File: src/rtl/spi_pkg.sv
// rtl/spi_pkg.sv - state encoding, command codes and phase lengths for the SPI master
package spi_pkg;

    typedef enum logic [2:0] {
        IDLE,
        ARM,
        SEL,
        SHIFT,
        WAIT,
        READ,
        GAP
    } spi_state_t;

    localparam logic [1:0] CMD_WR_ADDR = 2'b00;
    localparam logic [1:0] CMD_WR_DATA = 2'b01;
    localparam logic [1:0] CMD_RD_ADDR = 2'b10;
    localparam logic [1:0] CMD_RD_DATA = 2'b11;

    localparam int FRAME_W_DEF = 10;
    localparam int DATA_W_DEF  = 8;
    localparam int RD_LAT_DEF  = 2;
    localparam int GAP_CYC_DEF = 1;

    // The phase counter counts down to zero, so a phase of len cycles loads len-1.
    function automatic logic [3:0] phase_load(input int len);
        return 4'(len - 1);
    endfunction

endpackage

File: src/rtl/spi_shift_reg.sv
// rtl/spi_shift_reg.sv - MOSI parallel-load shifter and MISO serial capture register
module spi_shift_reg #(
    parameter int FRAME_W = 10,
    parameter int DATA_W  = 8
) (
    input  logic               clk,
    input  logic               rst,
    input  logic               load,
    input  logic               shift_tx,
    input  logic               shift_rx,
    input  logic [FRAME_W-1:0] tx_word,
    input  logic               miso,
    output logic               tx_msb,
    output logic [DATA_W-1:0]  rx_next
);

    logic [FRAME_W-1:0] tx_sr;
    // Only DATA_W-1 bits are stored; the final bit is taken live from miso.
    logic [DATA_W-2:0]  rx_sr;

    assign tx_msb  = tx_sr[FRAME_W-1];
    assign rx_next = {rx_sr, miso};

    // Load the command word on accept, shift it left MSB-first; shift MISO in.
    always_ff @(posedge clk) begin
        if (rst) begin
            tx_sr <= '0;
            rx_sr <= '0;
        end else begin
            if (load) begin
                tx_sr <= tx_word;
            end else if (shift_tx) begin
                tx_sr <= {tx_sr[FRAME_W-2:0], 1'b0};
            end
            if (shift_rx) begin
                rx_sr <= rx_next[DATA_W-2:0];
            end
        end
    end

endmodule

File: src/rtl/spi_master_ctrl.sv
// rtl/spi_master_ctrl.sv - SPI master frame FSM; optional abort via SPI_MASTER_ABORT_EN
module spi_master_ctrl
    import spi_pkg::*;
#(
    parameter int FRAME_W = FRAME_W_DEF,
    parameter int DATA_W  = DATA_W_DEF,
    parameter int RD_LAT  = RD_LAT_DEF,
    parameter int GAP_CYC = GAP_CYC_DEF
) (
    input  logic               clk,
    input  logic               rst,
`ifdef SPI_MASTER_ABORT_EN
    input  logic               abort,
    output logic               aborted,
`endif
    input  logic               start,
    input  logic [FRAME_W-1:0] tx_word,
    output logic               busy,
    output logic               done,
    output logic               rd_valid,
    output logic [DATA_W-1:0]  rd_data,
    output logic               SS_n,
    output logic               MOSI,
    input  logic               MISO
);

    localparam logic [3:0] SHIFT_LOAD = phase_load(FRAME_W);
    localparam logic [3:0] WAIT_LOAD  = phase_load(RD_LAT);
    localparam logic [3:0] READ_LOAD  = phase_load(DATA_W);
    localparam logic [3:0] GAP_LOAD   = phase_load(GAP_CYC);

    spi_state_t        state;
    logic [3:0]        cnt;
    logic [1:0]        cmd;
    logic              accept;
    logic              shift_tx;
    logic              shift_rx;
    logic              tx_msb;
    logic [DATA_W-1:0] rx_next;
`ifdef SPI_MASTER_ABORT_EN
    logic              abort_hit;
`endif

    // Shifter strobes: accept from IDLE or the last GAP cycle, shift in SEL/SHIFT/READ.
    always_comb begin
        accept   = start && ((state == IDLE) || ((state == GAP) && (cnt == 4'd0)));
        shift_tx = (state == SEL) || ((state == SHIFT) && (cnt != 4'd0));
        shift_rx = (state == READ);
`ifdef SPI_MASTER_ABORT_EN
        abort_hit = abort && (state != IDLE) && (state != GAP);
`endif
    end

    spi_shift_reg #(
        .FRAME_W (FRAME_W),
        .DATA_W  (DATA_W)
    ) u_shift (
        .clk      (clk),
        .rst      (rst),
        .load     (accept),
        .shift_tx (shift_tx),
        .shift_rx (shift_rx),
        .tx_word  (tx_word),
        .miso     (MISO),
        .tx_msb   (tx_msb),
        .rx_next  (rx_next)
    );

    // Frame sequencer with registered SS_n/MOSI and status outputs.
    always_ff @(posedge clk) begin
        if (rst) begin
            state    <= IDLE;
            cnt      <= 4'd0;
            cmd      <= CMD_WR_ADDR;
            SS_n     <= 1'b1;
            MOSI     <= 1'b0;
            busy     <= 1'b0;
            done     <= 1'b0;
            rd_valid <= 1'b0;
            rd_data  <= '0;
`ifdef SPI_MASTER_ABORT_EN
            aborted  <= 1'b0;
`endif
        end else begin
            done     <= 1'b0;
            rd_valid <= 1'b0;
`ifdef SPI_MASTER_ABORT_EN
            if (abort_hit) begin
                state   <= GAP;
                cnt     <= GAP_LOAD;
                SS_n    <= 1'b1;
                MOSI    <= 1'b0;
                done    <= 1'b1;
                aborted <= 1'b1;
            end else begin
`else
            begin
`endif
                case (state)
                    IDLE: begin
                        if (accept) begin
                            state <= ARM;
                            cmd   <= tx_word[FRAME_W-1 -: 2];
                            SS_n  <= 1'b0;
                            MOSI  <= 1'b0;
                            busy  <= 1'b1;
`ifdef SPI_MASTER_ABORT_EN
                            aborted <= 1'b0;
`endif
                        end
                    end
                    ARM: begin
                        state <= SEL;
                        MOSI  <= tx_msb;
                    end
                    SEL: begin
                        state <= SHIFT;
                        cnt   <= SHIFT_LOAD;
                        MOSI  <= tx_msb;
                    end
                    SHIFT: begin
                        if (cnt != 4'd0) begin
                            cnt  <= cnt - 4'd1;
                            MOSI <= tx_msb;
                        end else if (cmd == CMD_RD_DATA) begin
                            state <= WAIT;
                            cnt   <= WAIT_LOAD;
                            MOSI  <= 1'b0;
                        end else begin
                            state <= GAP;
                            cnt   <= GAP_LOAD;
                            SS_n  <= 1'b1;
                            MOSI  <= 1'b0;
                            done  <= 1'b1;
                        end
                    end
                    WAIT: begin
                        if (cnt != 4'd0) begin
                            cnt <= cnt - 4'd1;
                        end else begin
                            state <= READ;
                            cnt   <= READ_LOAD;
                        end
                    end
                    READ: begin
                        if (cnt != 4'd0) begin
                            cnt <= cnt - 4'd1;
                        end else begin
                            state    <= GAP;
                            cnt      <= GAP_LOAD;
                            SS_n     <= 1'b1;
                            done     <= 1'b1;
                            rd_valid <= 1'b1;
                            rd_data  <= rx_next;
                        end
                    end
                    GAP: begin
                        if (cnt != 4'd0) begin
                            cnt <= cnt - 4'd1;
                        end else if (accept) begin
                            state <= ARM;
                            cmd   <= tx_word[FRAME_W-1 -: 2];
                            SS_n  <= 1'b0;
                            MOSI  <= 1'b0;
`ifdef SPI_MASTER_ABORT_EN
                            aborted <= 1'b0;
`endif
                        end else begin
                            state <= IDLE;
                            busy  <= 1'b0;
                        end
                    end
                    default: state <= IDLE;
                endcase
            end
        end
    end

endmodule
File: config.mk
export PLATFORM = sky130hd
export DESIGN_NAME = spi_master_ctrl
export DESIGN_NICKNAME = d
export VERILOG_FILES = /design/src/rtl/spi_pkg.sv /design/src/rtl/spi_shift_reg.sv /design/src/rtl/spi_master_ctrl.sv
export SDC_FILE = /design/constraint.sdc
export NUM_CORES = 1
export LEC_CHECK = 0
export BUFFER_PORTS_ARGS = -buffer_cell sky130_fd_sc_hd__buf_2
export CAP_MARGIN = 20
export CORE_MARGIN = 5
export CORE_UTILIZATION = 45
export CTS_CLUSTER_DIAMETER = 80
export CTS_CLUSTER_SIZE = 25
export DETAILED_ROUTE_END_ITERATION = 7
export PLACE_DENSITY = 0.76
export SLEW_MARGIN = 5
export SYNTH_ARGS = -nofsm -noshare
export SYNTH_HDL_FRONTEND = slang
export SYNTH_SLANG_ARGS = --single-unit
export TNS_END_PERCENT = 1
File: constraint.sdc
create_clock -name clk -period 4.6 [get_ports clk]
set_input_delay 0.46 -clock clk [delete_from_list [all_inputs] [get_ports clk]]
set_output_delay 0.46 -clock clk [all_outputs]
set_load 0.01 [all_outputs]
==> flow_summary_export.csv <==
group,metric,value,unit
clock_network,clock_tree.htree_level_count,2,
worst_setup_path,reg2reg_to,"rd_data[1]$_SDFFE_PP0N_",
worst_setup_path,critical_path.endpoint_type,"flip-flop",
clock_network,cts-root-buf,"sky130_fd_sc_hd__clkbuf_8",
route,post-route-drc-count,0,
route,route.detailed.wl_per_inst,12.7,um
final_layout,layout-drive-gt1-share,0.154,
run,max-cap-violations,0,
sta,fin_crit_sh,0.482,
global_route,grt_start_max_net_pins,42,
sta,totalNegativeSetupSlack,0,ns
route,detailedRoute.firstIterationViolations,187,
final_layout,layout.cells.most_common,"sky130_fd_sc_hd__nand2_1",
min_path,hold_class,"input port to flip-flop",
sta,fin_worst_skew,0.00666,ns
synth,synth_top_flop_cell,"sky130_fd_sc_hd__dfxtp_1",
clock_network,post_cts_resized,0,
global_route,grt_pass1_vias,1349,
clock_network,ctsLongestPathBuffers,2,
clock_network,tritoncts,"yes",
route,dr.pass1.iters,4,
worst_setup_path,cp_data_required_time,4.75,ns
sta,rsz0062_at_grt,"no",
synth,count_of_flip_flops_with_a_built_in_enable_after_synthesis,0,
final_layout,syn2layout_area_growth,10.3,%
global_route,global_route_wire_length_before_repair,6370,um
route,detail_route.vias_per_cell,5.44,
global_route,grtUsageTotal,0.147,
placed_design,detailed_place.area,1970,um2
final_layout,finish.cell_count_without_fillers,296,
power,peakVddDrop,249,uV
placed_design,placed_insts,287,
synth,synth_async_sr_flop_share,0,
worst_setup_path,crit_fanout,27,
final_layout,most-common-layout-cells,"sky130_fd_sc_hd__nand2_1 (41), sky130_fd_sc_hd__dfxtp_1 (39), sky130_fd_sc_hd__nor2_1 (31), sky130_fd_sc_hd__buf_2 (27), sky130_fd_sc_hd__a21oi_1 (19)",
floorplan,boundaryPins,27,
synth,synthCells,228,
clock_network,tritoncts_num_sinks,39,
worst_setup_path,startpoint_type,"flip-flop",
synth,synth-seq-cells,39,
global_route,globalRouteMet3Util,0.0365,
sta,slew_headroom,0.432,
sta,timing.final.hold_violations,0,
synth,seq_area_frac_synth,0.418,
clock_network,hold_buffers,0,
clock_network,clkSlewWorstSetupHoldPaths,0.08,ns
worst_setup_path,rr_worst_depth,4,
worst_setup_path,reg2reg_slack,2.38,ns
global_route,antenna_found_initial,0,
worst_setup_path,crit-reg2reg-launch,"state[2]$_SDFFE_PP0P_",
floorplan,floorplan.initialDensity,0.467,
global_route,groute.layer.met2.usage,0.215,
route,totalWireLength,3760,um
synth,yosys.cell_types.count,45,
worst_setup_path,worst_setup_path_startpoint,"state[2]$_SDFFE_PP0P_",
synth,syn_area_per_cell,8.19,um2
placed_design,gp_congestion,0.837,
synth,post_synth_main_area_contributors,"sky130_fd_sc_hd__dfxtp_1 (42%), sky130_fd_sc_hd__nand2_1 (8.2%), sky130_fd_sc_hd__nor2_1 (6.2%)",
sta,fmax,0.451,GHz
sta,whs,0.411,ns
route,vias,1610,
final_layout,post-route-cell-area,2060,um2
worst_setup_path,crit_path_end,"rd_data[1]$_SDFFE_PP0N_",
floorplan,die_height,74.4,um
synth,synthDominantAreaCellType,"sky130_fd_sc_hd__dfxtp_1",
sta,tightest_slew,0.850,ns
final_layout,fillerInstances,375,
sta,final-setup-viol-count,0,
worst_setup_path,critPathArrivalTime,2.37,ns
floorplan,coreArea,4000,um2
synth,synth_top_cell_area_share,0.418,
clock_network,cts_made_buffers,5,
sta,number_of_max_slew_violations_in_the_final_report,0,
power,total_leakage_power,0.782,nW
final_layout,num-nets-final,261,
route,remaining_antenna_violation_count,0,
global_route,global_route.peak_usage_layer,"met2",
status,run_status,"finished, final reports clean",
final_layout,num_antenna_cells,0,
floorplan,dieWidth,74.4,um
global_route,grt-ovfl-total,0,
power,power_density_over_the_cells,400,nW/um2
placed_design,place.port_buffers,26,
placed_design,dpl.hpwl,2480,um
clock_network,number_of_buffers_inserted_to_repair_setup_after_cts,0,
synth,mappedNetlistNets,244,
sta,final_period_minus_worst_setup_slack,2.22,ns
floorplan,floorplan.die_area,5540,um2
synth,synth.yosys.warnings,0,
synth,post_synthesis_cell_area,1870,um2
floorplan,floorplan.rows,23,
final_layout,final_core_util,0.515,
clock_network,clkLatencyLatePin,0.29,ns
global_route,global_route.usage.met1,0.204,
worst_setup_path,timing_worst_setup_path_type,"flip-flop to flip-flop",
report_power, final:
group | internal, mW | switching [mW] | leakage [nW] | total, mW
clock | 0.106 | 0.124 | 0.0412 | 0.230
sequential | 0.366 | 0.0384 | 0.318 | 0.404
combinational | 0.0774 | 0.112 | 0.422 | 0.190
worst min-delay path by stage:
stage | startpoint | to | slack [ns] | cells past startpoint
after floorplan | u_shift.rx_sr[6]$_SDFFE_PP0P_ | u_shift.rx_sr[6]$_SDFFE_PP0P_ | 0.44 | 2
after global placement | SS_n$_SDFFE_PP1P_ | SS_n$_SDFFE_PP1P_ | 0.44 | 1
after detailed placement | SS_n$_SDFFE_PP1P_ | SS_n$_SDFFE_PP1P_ | 0.45 | 1
after CTS | MISO | u_shift.rx_sr[0]$_SDFFE_PP0P_ | 0.41 | 3
after global routing | MISO | u_shift.rx_sr[0]$_SDFFE_PP0P_ | 0.44 | 3
final | MISO | u_shift.rx_sr[0]$_SDFFE_PP0P_ | 0.41 | 3
stage by stage:
step	setup slack [ns]	power [mW]
floorplan	2.91	0.568
global placement	2.22	0.595
detailed placement	2.10	0.597
CTS	2.08	0.822
global route	2.18	0.872
finish	2.38	0.824
synthesized netlist by cell type (4+ instances only):
| master | n |
|---|---|
| sky130_fd_sc_hd__nor2_1 | 31 |
| sky130_fd_sc_hd__inv_1 | 4 |
| sky130_fd_sc_hd__dfxtp_1 | 39 |
| sky130_fd_sc_hd__a311oi_1 | 9 |
| sky130_fd_sc_hd__nand3_1 | 4 |
| sky130_fd_sc_hd__mux2i_1 | 10 |
| sky130_fd_sc_hd__nor3_1 | 5 |
| sky130_fd_sc_hd__buf_2 | 6 |
| sky130_fd_sc_hd__a21oi_1 | 19 |
| sky130_fd_sc_hd__o21ai_0 | 6 |
| sky130_fd_sc_hd__clkbuf_1 | 7 |
| sky130_fd_sc_hd__nand2_1 | 41 |
cell type report:
class	count	area, um2	share of cell area
multi-input cells	168	981	0.476
clock inverters	2	12.5	0.00608
inverters	4	15.0	0.00729
flip-flops and latches	39	781	0.379
repair buffers	27	135	0.0656
clock buffers	6	72.6	0.0352
well taps	50	62.6	0.0304
cell families after synthesis:
logic type	share of synthesized area
buf+inv	0.0563
fa+ha+maj	0.0134
flops	0.418
simple gates	0.265
compound gates	0.193
mux	0.0536
registers in the layout, indices dropped and copies added (netlist names):
register	flops
MOSI	1
SS_n	1
busy	1
cmd	2
cnt	4
done	1
rd_data	8
rd_valid	1
state	3
u_shift.rx_sr	7
u_shift.tx_sr	10
metal layers:
layer	routed length (um)	vias up
li1	-	837
met1	1830	736
met2	1710	30
met3	151	7
met4	68	0
met5	0	-
worst max-delay path: stages (launching register included):
cell and delay, ns:
sky130_fd_sc_hd__dfxtp_1 0.88, sky130_fd_sc_hd__nand3b_1 0.55, sky130_fd_sc_hd__nor2_8 0.35, sky130_fd_sc_hd__mux2i_1 0.24, sky130_fd_sc_hd__nor2_1 0.05
No activity file was read; power rests on OpenSTA's default activity.
